`src/rtl/ifetch_unit_if.sv`:
```
// Fetch-unit bus: ROM read port, decode handshake, redirect/halt controls and status.
// master = fetch unit side, slave = ROM/decode/execute environment side.
interface ifetch_unit_if;
  logic        rom_en;
  logic [31:0] rom_addr;
  logic [31:0] rom_dout;
  logic        ir_valid;
  logic        ir_ready;
  logic [31:0] ir_data;
  logic [31:0] ir_pc;
  logic        redirect;
  logic [31:0] redirect_pc;
  logic        halt;
  logic        misalign;
  logic [31:0] fetch_cnt;
  logic [31:0] stall_cnt;

  modport master (
    output rom_en, rom_addr, ir_valid, ir_data, ir_pc, misalign, fetch_cnt, stall_cnt,
    input  rom_dout, ir_ready, redirect, redirect_pc, halt
  );

  modport slave (
    input  rom_en, rom_addr, ir_valid, ir_data, ir_pc, misalign, fetch_cnt, stall_cnt,
    output rom_dout, ir_ready, redirect, redirect_pc, halt
  );
endinterface

```
`src/rtl/ifetch_unit.sv`:
```
// Instruction fetch front-end for a sync-read ROM; optional perf counters under FETCH_PERF_EN.
// Latency: one cycle ROM_EN edge to IR_VALID; redirect target valid the next cycle.
// Backpressure: IR_READY=0 drops ROM_EN so the ROM holds its address and output word.
module ifetch_unit #(
  parameter logic [31:0] RESET_PC = 32'h0000_0000
) (
  input logic          CLK,
  input logic          RST,
  ifetch_unit_if.master bus
);

  logic [31:0] fetch_pc;
  logic [31:0] resp_pc;
  logic        resp_v;
  logic        misalign_q;
  logic        advance;
  logic        rom_en;
  logic [31:0] rom_addr;
  logic        ir_valid;

  // Slot frees when empty or when decode takes the word this cycle.
  assign advance  = !resp_v || bus.ir_ready;
  assign rom_addr = bus.redirect ? {bus.redirect_pc[31:2], 2'b00} : fetch_pc;
  assign rom_en   = !RST && (bus.redirect || (advance && !bus.halt));
  assign ir_valid = resp_v && !bus.redirect;

  assign bus.rom_en   = rom_en;
  assign bus.rom_addr = rom_addr;
  assign bus.ir_valid = ir_valid;
  assign bus.ir_data  = bus.rom_dout;
  assign bus.ir_pc    = resp_pc;
  assign bus.misalign = misalign_q;

  always_ff @(posedge CLK) begin
    if (RST) begin
      fetch_pc   <= RESET_PC;
      resp_v     <= 1'b0;
      resp_pc    <= 32'h0;
      misalign_q <= 1'b0;
    end else begin
      if (rom_en) begin
        resp_v   <= 1'b1;
        resp_pc  <= rom_addr;
        fetch_pc <= rom_addr + 32'd4;
      end else if (advance) begin
        resp_v <= 1'b0;
      end
      // Sticky until reset; the fetch itself uses the aligned address.
      if (bus.redirect && (bus.redirect_pc[1:0] != 2'b00)) begin
        misalign_q <= 1'b1;
      end
    end
  end

`ifdef FETCH_PERF_EN
  logic [31:0] fetch_cnt_q;
  logic [31:0] stall_cnt_q;

  always_ff @(posedge CLK) begin
    if (RST) begin
      fetch_cnt_q <= 32'h0;
      stall_cnt_q <= 32'h0;
    end else begin
      if (ir_valid && bus.ir_ready) begin
        fetch_cnt_q <= fetch_cnt_q + 32'd1;
      end
      if (ir_valid && !bus.ir_ready) begin
        stall_cnt_q <= stall_cnt_q + 32'd1;
      end
    end
  end

  assign bus.fetch_cnt = fetch_cnt_q;
  assign bus.stall_cnt = stall_cnt_q;
`else
  assign bus.fetch_cnt = 32'h0;
  assign bus.stall_cnt = 32'h0;
`endif

endmodule

```
`src/flat_wrapper.sv`:
```
// flat-port wrapper written by rule: the top's interface ports become plain ports
module ifetch_unit_flat 
#(
  parameter logic [31:0] RESET_PC = 32'h0000_0000
)
  (CLK, RST, bus_rom_en, bus_rom_addr, bus_ir_valid, bus_ir_data, bus_ir_pc, bus_misalign, bus_fetch_cnt, bus_stall_cnt, bus_rom_dout, bus_ir_ready, bus_redirect, bus_redirect_pc, bus_halt);
  ifetch_unit_if bus_i ();
  input logic CLK;
  input logic RST;
  output wire logic [$bits(bus_i.rom_en)-1:0] bus_rom_en;
  output wire logic [$bits(bus_i.rom_addr)-1:0] bus_rom_addr;
  output wire logic [$bits(bus_i.ir_valid)-1:0] bus_ir_valid;
  output wire logic [$bits(bus_i.ir_data)-1:0] bus_ir_data;
  output wire logic [$bits(bus_i.ir_pc)-1:0] bus_ir_pc;
  output wire logic [$bits(bus_i.misalign)-1:0] bus_misalign;
  output wire logic [$bits(bus_i.fetch_cnt)-1:0] bus_fetch_cnt;
  output wire logic [$bits(bus_i.stall_cnt)-1:0] bus_stall_cnt;
  input wire logic [$bits(bus_i.rom_dout)-1:0] bus_rom_dout;
  input wire logic [$bits(bus_i.ir_ready)-1:0] bus_ir_ready;
  input wire logic [$bits(bus_i.redirect)-1:0] bus_redirect;
  input wire logic [$bits(bus_i.redirect_pc)-1:0] bus_redirect_pc;
  input wire logic [$bits(bus_i.halt)-1:0] bus_halt;
  assign bus_rom_en = bus_i.rom_en;
  assign bus_rom_addr = bus_i.rom_addr;
  assign bus_ir_valid = bus_i.ir_valid;
  assign bus_ir_data = bus_i.ir_data;
  assign bus_ir_pc = bus_i.ir_pc;
  assign bus_misalign = bus_i.misalign;
  assign bus_fetch_cnt = bus_i.fetch_cnt;
  assign bus_stall_cnt = bus_i.stall_cnt;
  assign bus_i.rom_dout = bus_rom_dout;
  assign bus_i.ir_ready = bus_ir_ready;
  assign bus_i.redirect = bus_redirect;
  assign bus_i.redirect_pc = bus_redirect_pc;
  assign bus_i.halt = bus_halt;
  ifetch_unit #(.RESET_PC(RESET_PC)) u_core (.CLK(CLK), .RST(RST), .bus(bus_i));
endmodule
```
`config.mk`:
```
export PLATFORM = sky130hd
export DESIGN_NAME = ifetch_unit_flat
export DESIGN_NICKNAME = d
export VERILOG_FILES = /design/src/rtl/ifetch_unit_if.sv /design/src/rtl/ifetch_unit.sv /design/src/flat_wrapper.sv
export SDC_FILE = /design/constraint.sdc
export NUM_CORES = 1
export LEC_CHECK = 0
export ABC_AREA = 1
export BUFFER_PORTS_ARGS = -buffer_cell sky130_fd_sc_hd__buf_2
export CAP_MARGIN = 15
export CORE_MARGIN = 8
export CORE_UTILIZATION = 50
export CTS_BUF_LIST = sky130_fd_sc_hd__clkbuf_4 sky130_fd_sc_hd__clkbuf_8
export CTS_CLUSTER_DIAMETER = 40
export DETAILED_ROUTE_END_ITERATION = 16
export PLACE_DENSITY = 0.94
export SLEW_MARGIN = 20
export SYNTH_ARGS = -nofsm -noshare
export SYNTH_HDL_FRONTEND = slang
export SYNTH_SLANG_ARGS = --single-unit
```
`constraint.sdc`:
```
create_clock -name CLK -period 2.5 [get_ports CLK]
set_input_delay 0.5 -clock CLK [delete_from_list [all_inputs] [get_ports CLK]]
set_output_delay 0.5 -clock CLK [all_outputs]
set_load 0.02 [all_outputs]
```
== After elaboration in Yosys (flattened, before gate mapping) ==
Cells that the tools add are included.

* Register bits after elaboration: 66
* Bits of input ports: 69
* Output and inout bits: 163

* Add/subtract/negate cells: 1
* Mux-type cells: 3
* Reduce and logical (&&, ||, !) cells: 12

{| class="wikitable"
|+ Operator list
! kind !! number
|-
| adder 32 x 3 -> 32 bit (second input constant) || 1
|-
| two-way mux 32 bit || 1
|-
| logical AND 1 bit || 4
|-
| zero test 1 bit || 4
|-
| nonzero test 2 bit || 2
|-
| logical OR 1 bit || 2
|-
| two-way mux 1 bit || 2
|}

== Depth between registers and ports, before layout ==
* Depth in word-level cells: 6
* Gate-level depth with buffers: 14
* Gate-level depth less buffers: 13

== Least setup slack after synthesis ==
Ideal clock, no wire load.

* Kind: input-to-reg
* Start point: input bus_redirect
* End point: register u_core.fetch_pc[18]
* Setup time: 0.110 ns
* Data arrival time: 1.856 ns
* Required time: 2.390 ns
* Slack: 0.534 ns
* Cell stages on the path: 14
* Path through: inv_2 -> buf_6 -> nand2_1 -> nand2_2 -> ha_1 -> nand2_1 -> nor2_1 -> nand2_2 -> nor2_4 -> nand2_1 -> nand2_1 -> nand3_1 -> nand2_1 -> inv_1

* Longest elaborated chain between the ends: 2
* Elaborated cells on any way between the ends: 4
* Those cells by class: 1 x add/sub; 1 x mux; 2 x reduce/logical

{| class="wikitable"
|+ RTL lines
! element !! RTL line !! RTL
|-
| start, declared || flat_wrapper.sv:20 || <nowiki>input wire logic [$bits(bus_i.redirect)-1:0] bus_redirect;</nowiki>
|-
| two-way mux 32 bit || ifetch_unit.sv:23 || <nowiki>assign rom_addr = bus.redirect ? {bus.redirect_pc[31:2], 2'b00} : fetch_pc;</nowiki>
|-
| via bus_rom_addr[3] || flat_wrapper.sv:11 || <nowiki>output wire logic [$bits(bus_i.rom_addr)-1:0] bus_rom_addr;</nowiki>
|-
| adder 32 x 3 -> 32 bit || ifetch_unit.sv:44 || <nowiki>fetch_pc <= rom_addr + 32'd4;</nowiki>
|-
| end signal, assigned || ifetch_unit.sv:44 ||
|-
| end, declared || ifetch_unit.sv:12 || <nowiki>logic [31:0] fetch_pc;</nowiki>
|}

The timed path passes the listed nets, and every way through them passes these cells.
A chain may end at the register's enable or synchronous reset.

== Worst setup path in the final report ==
* Start point: input bus_redirect
* End point: output bus_rom_addr[31]

* Longest elaborated chain between the ends: 1

{| class="wikitable"
|+ RTL lines
! element !! RTL line
|-
| two-way mux 32 bit || ifetch_unit.sv:23
|-
| end, declared || flat_wrapper.sv:11
|}

No other way between the ends.

==> results.yml <==
global_route:
  grt_max_degree: 52
  track_usage_pct: 20.6
  antenna_found_initial: 0
  grt_pass1_wl_mm: 19.4
  grt_pass1_vias: 3938
  overflow: 0
synthesis:
  yosysTopAreaCell: "dfxtp_1"
  yosysWarnings: 0
  yosys.cell_types.count: 33
  netlist_top_cells_area: "dfxtp_1 (30%), buf_4 (17%), nand2_1 (15%)"
  synth-edff-count: 0
  yosys.cell_count.top_type: "nand2_1"
  netlist_instances: 651
  syn_area_um2: 4310
  synth_top_area_share_pct: 29.7
  syn_area_per_cell_um2: 6.63
  synth_ff_type: "dfxtp_1"
  synth-seq-cells: 64
  async_flop_share_pct: 0
  yosysSeqAreaShare_pct: 29.7
  synth.top_cells.by_count: "nand2_1 (178), buf_4 (98), dfxtp_1 (64), nor2_1 (62), inv_1 (46)"
floorplanning:
  die_area_um2: 11900
  core_area_um2: 8550
  rows: 34
  initial_utilization_pct: 50.4
  fp.dieH_um: 109
  die_w_um: 109
  pin_count: 232
cells_and_area:
  seq_area_um2: 1280
  fin_nets: 792
  final_util_pct: 54.5
  drive_gt1_share_pct: 27.6
  synthToLayoutAreaGrowth_pct: 7.98
  diodes: 0
  multi_input_area_um2: 2210
  fillers: 870
worst_setup_path:
  crit_chain: "buf_2 > inv_2 > buf_4 > or2_2 > o21ai_0 > inv_1 > buf_2"
  cpLargestDelayFamily: "buffers and inverters"
  cpMaxStageDelayCell: "or2_2"
  reg2reg_slack_ns: 0.65
  ff2ff_path_depth: 10
  cp.depth: 7
  worstSetupPathType: "input port to primary output"
  crit_arrival_ns: 1.80
  path_max_fanout: 16
  crit_top_cell: "buf_2"
  path_buf_inv: 5
  crit_path_end: "bus_rom_addr[31]"
  reg2reg_from: "u_core.fetch_pc[3]$_SDFFE_PP0P_"
  start_kind: "input port"
  regToRegEndpoint: "u_core.fetch_pc[26]$_SDFFE_PP0P_"
  cp-startpoint: "bus_redirect"
  worstPathRequired_ns: 2.00
  crit_path_end_kind: "primary output"
  slowest_delay_ns: 0.28
timing:
  relSlewSlack_pct: 62.9
  tightest_slew_ns: 0.551
  finalSetupViolations: 0
  fin_crit_sh_pct: 91.8
  hold_viol: 0
  setup_ws_ns: 0.205
  rsz0062_at_grt: "false"
  whs_ns: 0.452
  maxSlewViolCount: 0
  fmaxAchievable_ghz: 0.436
  fin_skew_ns: 0.0135
  finalSetupTns_ns: 0
  period_minus_slack_ns: 2.30
drt:
  routedWlPerCell_um: 14.8
  ant_nets: 0
  vias_per_cell: 4.98
  drtPass1Iterations: 5
  num_vias: 4156
  route.detailed.drc: 0
  routed_wirelength_mm: 12.3
  drtIter0Drc: 371
pwr:
  p_leak_nw: 2.41
  p_per_area_nw_per_um2: 576
  ir_drop_uv: 287
clock_network:
  cts_resized: 0
  cts_sinks: 64
  post_cts_buffers: 0
  h-tree-depth: 3
  clock_path_buffers: 2
  path_clk_slew_ns: 0.07
  numCtsBuffers: 9
  clk_latency_ns: 0.34
  root_buffer: "clkbuf_8"
  cts_hold_buffers: 0
  cts_tree: "done"
placement:
  pre_cts_ws_ns: 0.205
  place.gp.congestion: 0.910
  place_hpwl_mm: 9.56
  portBuffers: 103
job:
  max_cap_violations: 0
run_status:
  outcome: "complete, no violations"
worst_hold_path:
  holdCritPathClass: "flop to flop"
-- layout make-up --
| type | instances | area share [%] |
|---|---|---|
| sequential | 64 | 27.5 |
| clock buffer | 11 | 3.25 |
| timing repair buffer | 117 | 13.6 |
| multi-input combinational | 478 | 47.4 |
| clock inverter | 5 | 1.18 |
| inverter | 52 | 4.19 |
| tap | 108 | 2.90 |
-- worst min path at each step --
stage,from,end,slack [ns],cells after the start
5_1_grt,u_core.bus.ir_pc[26]$_SDFFE_PP0P_,u_core.bus.ir_pc[26]$_SDFFE_PP0P_,0.48,2
6_report,u_core.bus.misalign$_SDFFE_PP0P_,u_core.bus.misalign$_SDFFE_PP0P_,0.45,2
4_1_cts,u_core.bus.misalign$_SDFFE_PP0P_,u_core.bus.misalign$_SDFFE_PP0P_,0.46,2
2_1_floorplan,u_core.fetch_pc[5]$_SDFFE_PP0P_,u_core.fetch_pc[5]$_SDFFE_PP0P_,0.43,2
3_3_place_gp,u_core.bus.ir_pc[15]$_SDFFE_PP0P_,u_core.bus.ir_pc[15]$_SDFFE_PP0P_,0.43,2
3_5_place_dp,u_core.bus.ir_pc[22]$_SDFFE_PP0P_,u_core.bus.ir_pc[22]$_SDFFE_PP0P_,0.44,2
-- cell families (layout without fill, tap and decap cells) --
group | count (synthesis) | after routing | synth area share (%)
adders and majority gates | 1 | 1 | 0.290
buffers and inverters | 172 | 185 | 24.7
AOI/OAI and AO/OA | 63 | 63 | 8.33
DFF | 64 | 64 | 29.7
other | 1 | 64 | 0.0869
and+or+nand+nor | 350 | 350 | 36.9
-- routing by layer --
layer | up-vias | GRT usage, % | share of wire, %
met1 | 1877 | 24.5 | 40
li1 | 2015 | - | -
met5 | - | 0 | 0
met4 | 0 | 12.3 | 3.8
met2 | 217 | 33.0 | 46
met3 | 47 | 4.91 | 11
-- report_power, final --
| part | leakage [nW] | internal, mW | total [mW] | switching, mW |
|---|---|---|---|---|
| Sequential | 0.527 | 1.08 | 1.12 | 0.0320 |
| Clock | 0.101 | 0.512 | 0.933 | 0.421 |
| Combinational | 1.78 | 0.172 | 0.632 | 0.461 |
| Total | 2.41 | 1.77 | 2.68 | 0.914 |
-- worst min-delay path: cells and delay by family, from the launching register on --
family          cells  cell delay, ns
compound gates      1            0.05
flops               1            0.31
buf+inv             1            0.05
-- registers in the layout, summed over array words and instances (netlist names) --
register	flops
u_core.bus.ir_pc	32
u_core.fetch_pc	30
u_core.bus.misalign	1
u_core.resp_v	1
-- stage by stage --
step                cell area, µm²  std cells  total power, mW
finish                        4660        835             2.68
global route                  4660        835             2.80
CTS                           4660        835             2.69
detailed placement            4450        819             1.77
global placement              4450        819             1.76
floorplan                     4550        714             1.72
-- layout by cell type, fill, tap and decap left out --
master      count
o21bai_1        4
o211ai_1        3
nor3_1          4
clkinv_2        2
o21ai_2         1
a32o_1          1
a21o_1          1
buf_2         103
conb_1         64
nand3b_1        1
nand2_2        37
nor2_4          6
nand3_2         1
inv_2           6
a21oi_1        11
clkbuf_8       11
bufinv_16       1
o21ai_0        34
nand4_1         7
nor2_1         61
nor2_2          9
or2_2           4
ha_1            1
nand2_4         4
o21ai_1         2
nand2_1       178
dfxtp_1        64
nand3_1        38
buf_12          1
clkinvlp_4      2
buf_4          13
a22o_1          3
inv_1          46
a31oi_1         3
(Power assumes the default switching activity.)
